--- config.mk ---
export PLATFORM = sky130hd
export DESIGN_NAME = alu_share_arbiter
export DESIGN_NICKNAME = d
export VERILOG_FILES = /design/src/rtl/alu_share_arbiter.sv
export SDC_FILE = /design/constraint.sdc
export NUM_CORES = 1
export LEC_CHECK = 0
export ABC_CLOCK_PERIOD_IN_PS = 3600
export CAP_MARGIN = 40
export CELL_PAD_IN_SITES_DETAIL_PLACEMENT = 1
export CELL_PAD_IN_SITES_GLOBAL_PLACEMENT = 2
export CORE_ASPECT_RATIO = 0.5
export CORE_MARGIN = 1.5
export CORE_UTILIZATION = 21
export CTS_CLUSTER_SIZE = 8
export DETAILED_ROUTE_END_ITERATION = 16
export PLACE_DENSITY_LB_ADDON = 0.1
export SLEW_MARGIN = 10
export SYNTH_ARGS = -nofsm -noshare
export SYNTH_HDL_FRONTEND = slang
export SYNTH_SLANG_ARGS = --single-unit
--- constraint.sdc ---
create_clock -name clk -period 3.6 [get_ports clk]
set_input_delay 0.72 -clock clk [delete_from_list [all_inputs] [get_ports clk]]
set_output_delay 0.72 -clock clk [all_outputs]
set_load 0.02 [all_outputs]
--- src/rtl/alu_share_arbiter.sv ---
// Two-requester front end for one shared external ALU.
// Round-robin or fixed-priority grant, one op in flight, registered tagged response.
module alu_share_arbiter #(
   parameter int WIDTH = 32,
   parameter bit RR    = 1'b1
) (
   input  logic             clk,
   input  logic             reset,
   input  logic             req0_valid,
   output logic             req0_ready,
   input  logic [3:0]       req0_op,
   input  logic [WIDTH-1:0] req0_a,
   input  logic [WIDTH-1:0] req0_b,
   input  logic             req1_valid,
   output logic             req1_ready,
   input  logic [3:0]       req1_op,
   input  logic [WIDTH-1:0] req1_a,
   input  logic [WIDTH-1:0] req1_b,
   output logic             rsp_valid,
   input  logic             rsp_ready,
   output logic             rsp_id,
   output logic [WIDTH-1:0] rsp_result,
   output logic             rsp_zero,
   output logic [3:0]       alu_op,
   output logic [WIDTH-1:0] alu_a,
   output logic [WIDTH-1:0] alu_b,
   input  logic [WIDTH-1:0] alu_result,
   input  logic             alu_zero,
   output logic             busy
);

   typedef enum logic [1:0] {
      S_IDLE = 2'd0,
      S_EXEC = 2'd1,
      S_RESP = 2'd2
   } state_t;

   state_t           r_state;
   state_t           w_next;
   logic             r_last_grant;
   logic             r_id;
   logic [3:0]       r_alu_op;
   logic [WIDTH-1:0] r_alu_a;
   logic [WIDTH-1:0] r_alu_b;
   logic             r_rsp_valid;
   logic             r_rsp_id;
   logic [WIDTH-1:0] r_rsp_result;
   logic             r_rsp_zero;
   logic             w_both;
   logic             w_gnt;
   logic             w_accept;

   // On a tie the pointer favours the requester not served last.
   assign w_both   = req0_valid & req1_valid;
   assign w_gnt    = w_both ? (RR ? ~r_last_grant : 1'b0) : req1_valid;
   assign w_accept = (r_state == S_IDLE) & (req0_valid | req1_valid);

   always_ff @(posedge clk) begin
      if (reset) begin
         r_state <= S_IDLE;
      end else begin
         r_state <= w_next;
      end
   end

   always_comb begin
      w_next = r_state;
      unique case (r_state)
         S_IDLE:  if (w_accept) w_next = S_EXEC;
         S_EXEC:  w_next = S_RESP;
         S_RESP:  if (rsp_ready) w_next = S_IDLE;
         default: w_next = S_IDLE;
      endcase
   end

   always_comb begin
      req0_ready = 1'b0;
      req1_ready = 1'b0;
      busy       = 1'b1;
      unique case (r_state)
         S_IDLE: begin
            req0_ready = w_accept & ~w_gnt;
            req1_ready = w_accept & w_gnt;
            busy       = 1'b0;
         end
         S_EXEC:  busy = 1'b1;
         S_RESP:  busy = 1'b1;
         default: busy = 1'b1;
      endcase
   end

   always_ff @(posedge clk) begin
      if (reset) begin
         r_last_grant <= 1'b1;
         r_id         <= 1'b0;
         r_alu_op     <= '0;
         r_alu_a      <= '0;
         r_alu_b      <= '0;
         r_rsp_valid  <= 1'b0;
         r_rsp_id     <= 1'b0;
         r_rsp_result <= '0;
         r_rsp_zero   <= 1'b0;
      end else begin
         if (w_accept) begin
            r_alu_op     <= w_gnt ? req1_op : req0_op;
            r_alu_a      <= w_gnt ? req1_a  : req0_a;
            r_alu_b      <= w_gnt ? req1_b  : req0_b;
            r_id         <= w_gnt;
            r_last_grant <= w_gnt;
         end
         if (r_state == S_EXEC) begin
            r_rsp_result <= alu_result;
            r_rsp_zero   <= alu_zero;
            r_rsp_id     <= r_id;
            r_rsp_valid  <= 1'b1;
         end else if ((r_state == S_RESP) && rsp_ready) begin
            r_rsp_valid  <= 1'b0;
         end
      end
   end

   assign alu_op     = r_alu_op;
   assign alu_a      = r_alu_a;
   assign alu_b      = r_alu_b;
   assign rsp_valid  = r_rsp_valid;
   assign rsp_id     = r_rsp_id;
   assign rsp_result = r_rsp_result;
   assign rsp_zero   = r_rsp_zero;

endmodule

==> results.md, run 1 <==
* Final design instance area without fill at 7840 um^2
* Post-synthesis instance area at 4540 um^2
* Layout fillers at 2419
* Register bit count reported by yosys at 107
* Status: completed
* Grt total ovfl at 0
* Post-CTS clock slew at the launch and capture registers of the worst setup and hold paths at 80 ps
* FFs w/ async S/R, synth at 0%
* Fin Hold WS at 455 ps
* I/O pins at 280
* Final worst path period need at 3040 ps
* Total cell area at the placement stage at 7550 um^2
* Cell count after synthesis at 566
* Startpoint types: input port
* Number of DRC markers in iteration 0 at 243
* First-pass GRT wire length at 30800 um
* Share of final-layout standard cells stronger than drive strength 1 at 5.80%
* Worst-case headroom to the max-slew limit at 43.0%
* Setup TNS at 0 ps
* Area used by multi-input combinational logic at 2080 um^2
* Critical Path RT at 2880 ps
* Post-synth top area cell: sky130_fd_sc_hd__dfxtp_1
* Via count of the first global-routing pass at 5277
* Number of pins with negative max-slew slack in the final report at 0
* Core region area at 20900 um^2
* Die W at 211 um
* DPL Wire Length at 13300 um
* Sequential Area at 2140 um^2
* Maximum root-to-sink buffer count at 2
* Register area share after synthesis at 47.2%
* CP Max Fanout at 3
* Relative area change from synthesis to final layout at 72.7%
* Slew of the pin with the lowest slew margin at 855 ps
* Vias/cell at 4.68
* Setup violations, final at 0
* Fmax at 329 MHz
* Die outline height at 107 um
* Synth top area cells: sky130_fd_sc_hd__dfxtp_1 (47%), sky130_fd_sc_hd__nand3_1 (14%), sky130_fd_sc_hd__a31oi_1 (9.4%)
* Worst IR drop on VDD at 0.182 mV
* FP Rows at 37
* Post-CTS Setup Inserts at 0
* Top_reg_cell synth: sky130_fd_sc_hd__dfxtp_1
* Total number of vias at 5167
* Number of buffers added on ports at 279
* Wire length after detailed routing at 20300 um
* CTS tree: built
* Total number of nets in the final design at 979
* Hold bufs inserted after CTS at 0
* Most frequent standard cell in the layout excluding fill and tap cells: sky130_fd_sc_hd__clkdlybuf4s50_1
* Post-Syn Nets at 740
* DR WL/cell at 18.4 um
* Power density normalized to cell area at 423 nW/um^2
* Clock Skews at 12.1 ps
* Final hold viol count at 0
* Mean area per synthesized cell at 8.02 um^2
* Top library cells by usage in the layout, fill and taps aside: sky130_fd_sc_hd__clkdlybuf4s50_1 (278), sky130_fd_sc_hd__nand3_1 (126), sky130_fd_sc_hd__dfxtp_1 (107)
* Routability cong. at 0.704
* Max Cap Violations at 0
* Distinct cells, synth at 24
* Remaining antenna violation count at 0
* H-tree Lvls at 3
* Clock tree sinks at 107
* Startpoint-to-endpoint class of the critical path: in2out
* Clk_lat worst skew at 370 ps
* Post-synth EDFFs at 0
* Setup repair after global routing missed its margin: false
* Endpoint arrival time on the critical path at 2320 ps
* Number of detailed-route iterations in the first pass at 6
* Nature of the critical path endpoint: output pin
* Full die area at 22600 um^2
* Count of yosys warnings during synthesis at 0
* Initial standard-cell utilization of the core at 21.7%
* Maximum number of pins on one net before global-route repair at 71
* Antenna violations before repair at 1
* Global-route usage over all layers at 17.8%
* CTS Root Buffer Type: sky130_fd_sc_hd__clkbuf_16
* Type of the tightest min-delay check: reg2reg
* Post-CTS resize count at 0
* DRC violations left at 0
* Clock buffers created by TritonCTS at 9
* Leakage power figure at 2.62 nW
* Share of Yosys cell area claimed by the top area cell type at 47.2%
* Period Utilization, post-route at 84.3%
[stage by stage]
| step | setup WS (ps) | std cells | total power (W) | utilization, % |
|---|---|---|---|---|
| global placement | 554 | 1083 | 0.00231 | 35.9 |
| floorplan | 1300 | 566 | 0.00181 | - |
| CTS | 547 | 1102 | 0.00339 | 37.6 |
| global route | 483 | 1102 | 0.00351 | 37.6 |
| finish | 565 | 1103 | 0.00332 | 37.6 |
| detailed placement | 550 | 1086 | 0.00233 | 36.1 |
[metal layers]
layer  vias to the layer above  wire length [um]  GRT usage, %
met5                         -                 0             0
li1                       2515                 -             -
met3                        13              1340          6.21
met4                         0               231          4.18
met1                      2504              9100          22.5
met2                       135              9590          29.1
[synthesized netlist by cell type (all sizes together), types with 2 or more instances]
master,instances
dfxtp,107
o21ai,69
and2,2
a21oi,35
nor3b,3
nand2b,2
nand3,136
a31oi,68
buf,33
nor2,3
nand2,69
clkbuf,31
[path summary, 6_finish.rpt]
kind	from	end	slack [ps]	depth (start not counted)
setup reg to reg	r_state[1]$_SDFFE_PP0P_	r_id$_SDFFE_PP0N_	1710	4
hold / removal	rsp_result[3]$_SDFFE_PP0P_	rsp_result[3]$_SDFFE_PP0P_	450	2
setup / recovery	req0_valid	req0_ready	560	4
hold reg to reg	rsp_result[3]$_SDFFE_PP0P_	rsp_result[3]$_SDFFE_PP0P_	450	2
[power by group]
part	total, W	leakage (nW)	internal, W	switching, W
Sequential	0.00134	0.879	0.00129	0.0000554
Clock	0.00103	0.143	0.000542	0.000491
Combinational	0.000945	1.59	0.000455	0.000490
[final cells by class]
| type | instances | share of cell area, % |
|---|---|---|
| repair buffers | 292 | 37.6 |
| flip-flops and latches | 107 | 27.3 |
| multi-input cells | 394 | 26.6 |
| well taps | 292 | 4.66 |
| clock buffers | 10 | 2.92 |
| clock inverters | 6 | 0.830 |
| inverters | 1 | 0.0479 |
| diodes | 1 | 0.0319 |
[cells by family after synthesis]
| kind of cell | count (synthesis) | share of synthesized area (%) |
|---|---|---|
| AND/OR/NAND/NOR | 220 | 24.4 |
| AO/OA/AOI/OAI | 174 | 21.2 |
| flip-flops | 107 | 47.2 |
| buffers and inverters | 65 | 7.25 |
[registers in the layout, summed over array words and instances, names as in the netlist]
name,flops
rsp_id,1
alu_a,32
alu_b,32
rsp_valid,1
r_state,2
rsp_result,32
r_last_grant,1
alu_op,4
r_id,1
rsp_zero,1
[critical path: stages]
cell and delay (ps):
sky130_fd_sc_hd__clkdlybuf4s50_1 570, sky130_fd_sc_hd__nor3b_4 220, sky130_fd_sc_hd__and2_1 170, sky130_fd_sc_hd__clkdlybuf4s50_1 640
(Power assumes the default switching activity.)
==> run 2, diff against run 1 <==
ABC_CLOCK_PERIOD_IN_PS = 2500   (was 3600)
CORE_UTILIZATION = 17   (was 21)
clock period = 2.5 ns   (was 3.6 ns; I/O delays follow)
==> run 2 against run 1 <==
Sequential power is 44% higher. Cell count is 5.9% higher. Flip-flop and latch count stayed put. Highest routed layer unchanged.
==> results.md, run 2 (same netlist as run 1, synthesis figures left out) <==
* Post-CTS clock slew at the launch and capture registers of the worst setup and hold paths at 80 ps
* CTS Root Buffer Type: sky130_fd_sc_hd__clkbuf_16
* Die outline height at 119 um
* Final hold viol count at 0
* Endpoint arrival time on the critical path at 1770 ps
* Relative area change from synthesis to final layout at 76.5%
* Switching Fraction at 32.2%
* Routability cong. at 0.688
* Power Internal at 0.00332 W
* Clock Skews at 7.53 ps
* DR WL/cell at 19.0 um
* Worst-case headroom to the max-slew limit at 72.1%
* I/O pins at 280
* Setup TNS at 0 ps
* Full die area at 27800 um^2
* Status: completed
* Total number of nets in the final design at 985
* Nature of the critical path endpoint: output pin
* Die W at 234 um
* Top delay family on crit path: buffers and inverters
* Clock tree sinks at 107
* Leakage power figure at 2.68 nW
* Remaining antenna violation count at 0
* Antenna cells at 0
* Slew of the pin with the lowest slew margin at 418 ps
* Initial standard-cell utilization of the core at 17.2%
* Fmax at 441 MHz
* Most frequent standard cell in the layout excluding fill and tap cells: sky130_fd_sc_hd__clkdlybuf4s50_1
* Maximum number of pins on one net before global-route repair at 58
* Type of the tightest min-delay check: reg2reg
* Standard cell with the maximum stage delay on the critical path: sky130_fd_sc_hd__clkdlybuf4s50_1
* Number of buffers added on ports at 279
* Startpoint types: flip-flop
* Final worst path period need at 2270 ps
* Post-placement worst setup slack at 9.72 ps
* Critical Path RT at 2000 ps
* Number of DRC markers in iteration 0 at 211
* Startpoint-to-endpoint class of the critical path: reg2out
* Final standard cell utilization of the core at 30.4%
* Number of pins with negative max-slew slack in the final report at 0
* Final Power at 0.00490 W
* Post-CTS Setup Inserts at 0
* FP Rows at 42
* CP Max Fanout at 7
* Wire length after detailed routing at 22200 um
* CTS tree: built
* CP Buf/Inv Count at 1
* DPL Wire Length at 14400 um
* Worst stage delay on the critical path at 620 ps
* Setup violations, final at 0
* Maximum root-to-sink buffer count at 2
* Top library cells by usage in the layout, fill and taps aside: sky130_fd_sc_hd__clkdlybuf4s50_1 (276), sky130_fd_sc_hd__nand3_1 (126), sky130_fd_sc_hd__dfxtp_1 (107)
* Clk_lat worst skew at 380 ps
* Min setup slack post-route at 231 ps
* Clk pwr share at 31.9%
* Net switching power figure at 0.00158 W
* H-tree Lvls at 3
* Worst IR drop on VDD at 0.381 mV
* Total number of vias at 5267
* Via count of the first global-routing pass at 5491
* Clock buffers created by TritonCTS at 9
* Reg power frac at 39.4%
* Combinational Power Share at 28.7%
* DRC violations left at 0
* Core region area at 26300 um^2
* Period Utilization, post-route at 90.8%
* Number of detailed-route iterations in the first pass at 7
* Max Cap Violations at 0
* Hold bufs inserted after CTS at 0
* Antenna violations before repair at 0
* Vias/cell at 4.51
* Global-route usage over all layers at 16.0%
* CP cell instances: or2_2 > clkdlybuf4s50_1
* First-pass GRT wire length at 33400 um
* Grt total ovfl at 0
* Setup repair after global routing missed its margin: false
* Share of final-layout standard cells stronger than drive strength 1 at 6.62%
* Power density normalized to cell area at 612 nW/um^2
==> run 2: cell count changes in the layout (fill, tap and decap cells not counted), sizes merged <==
cell           change
buf                +7
clkdlybuf4s50      -2
clkinv             -2
diode              -1
dlymetal6s2s       +1
inv                +2
==> run 2: power groups by stage <==
stage	sequential [W]	combinational [W]	clock (W)
after floorplan	0.00214	0.000476	0
after global placement	0.00197	0.00140	0
after detailed placement	0.00197	0.00143	0
after CTS	0.00193	0.00144	0.00166
after global routing	0.00195	0.00151	0.00172
final	0.00193	0.00141	0.00156
==> run 2: path summary, 6_finish.rpt <==
kind         cells after the start  slack [ps]                           to                         from
max                              2         230                         busy      r_state[1]$_SDFFE_PP0P_
min                              2         460  rsp_result[11]$_SDFFE_PP0P_  rsp_result[11]$_SDFFE_PP0P_
max reg2reg                      5         710        alu_a[0]$_SDFFE_PP0N_      r_state[1]$_SDFFE_PP0P_
min reg2reg                      2         460  rsp_result[11]$_SDFFE_PP0P_  rsp_result[11]$_SDFFE_PP0P_
==> run 2: layout make-up <==
| class | instances | area (um^2) |
|---|---|---|
| fillers | 3061 | 18300 |
| well taps | 352 | 440 |
| inverters | 1 | 3.75 |
| clock inverters | 6 | 72.6 |
| clock buffers | 10 | 229 |
| multi-input cells | 394 | 2080 |
| flip-flops and latches | 107 | 2140 |
| repair buffers | 298 | 3040 |
==> run 2: layer usage <==
| layer | part of all wire (%) | vias to the layer above | global-route usage (%) |
|---|---|---|---|
| li1 | - | 2528 | - |
| met1 | 43 | 2611 | 18.9 |
| met2 | 52 | 105 | 28.2 |
| met3 | 4.0 | 23 | 4.34 |
| met4 | 1.8 | 0 | 4.29 |
| met5 | 0 | - | 0 |
==> run 2: repair_timing <==
item,CTS,global route
resized for setup,0,1
endpoints found under the hold margin,0,0
endpoints found under the setup margin,0,1
==> run 2: worst register-to-register path, stage by stage, from the launching register on <==
cell and delay, ps:
sky130_fd_sc_hd__dfxtp_1 570, sky130_fd_sc_hd__or2_2 200, sky130_fd_sc_hd__buf_4 370, sky130_fd_sc_hd__buf_12 290
sky130_fd_sc_hd__o21ai_1 120, sky130_fd_sc_hd__a31oi_1 160
==> run 2: per-stage QoR <==
| step | instances | hold WS [ps] | instance area, um^2 |
|---|---|---|---|
| 2_1_floorplan | 566 | 428 | 4540 |
| 6_report | 1168 | 456 | 8010 |
| 5_1_grt | 1168 | 472 | 8010 |
| 3_5_place_dp | 1152 | 449 | 7710 |
| 4_1_cts | 1168 | 461 | 8010 |
| 3_3_place_gp | 1149 | 441 | 7640 |
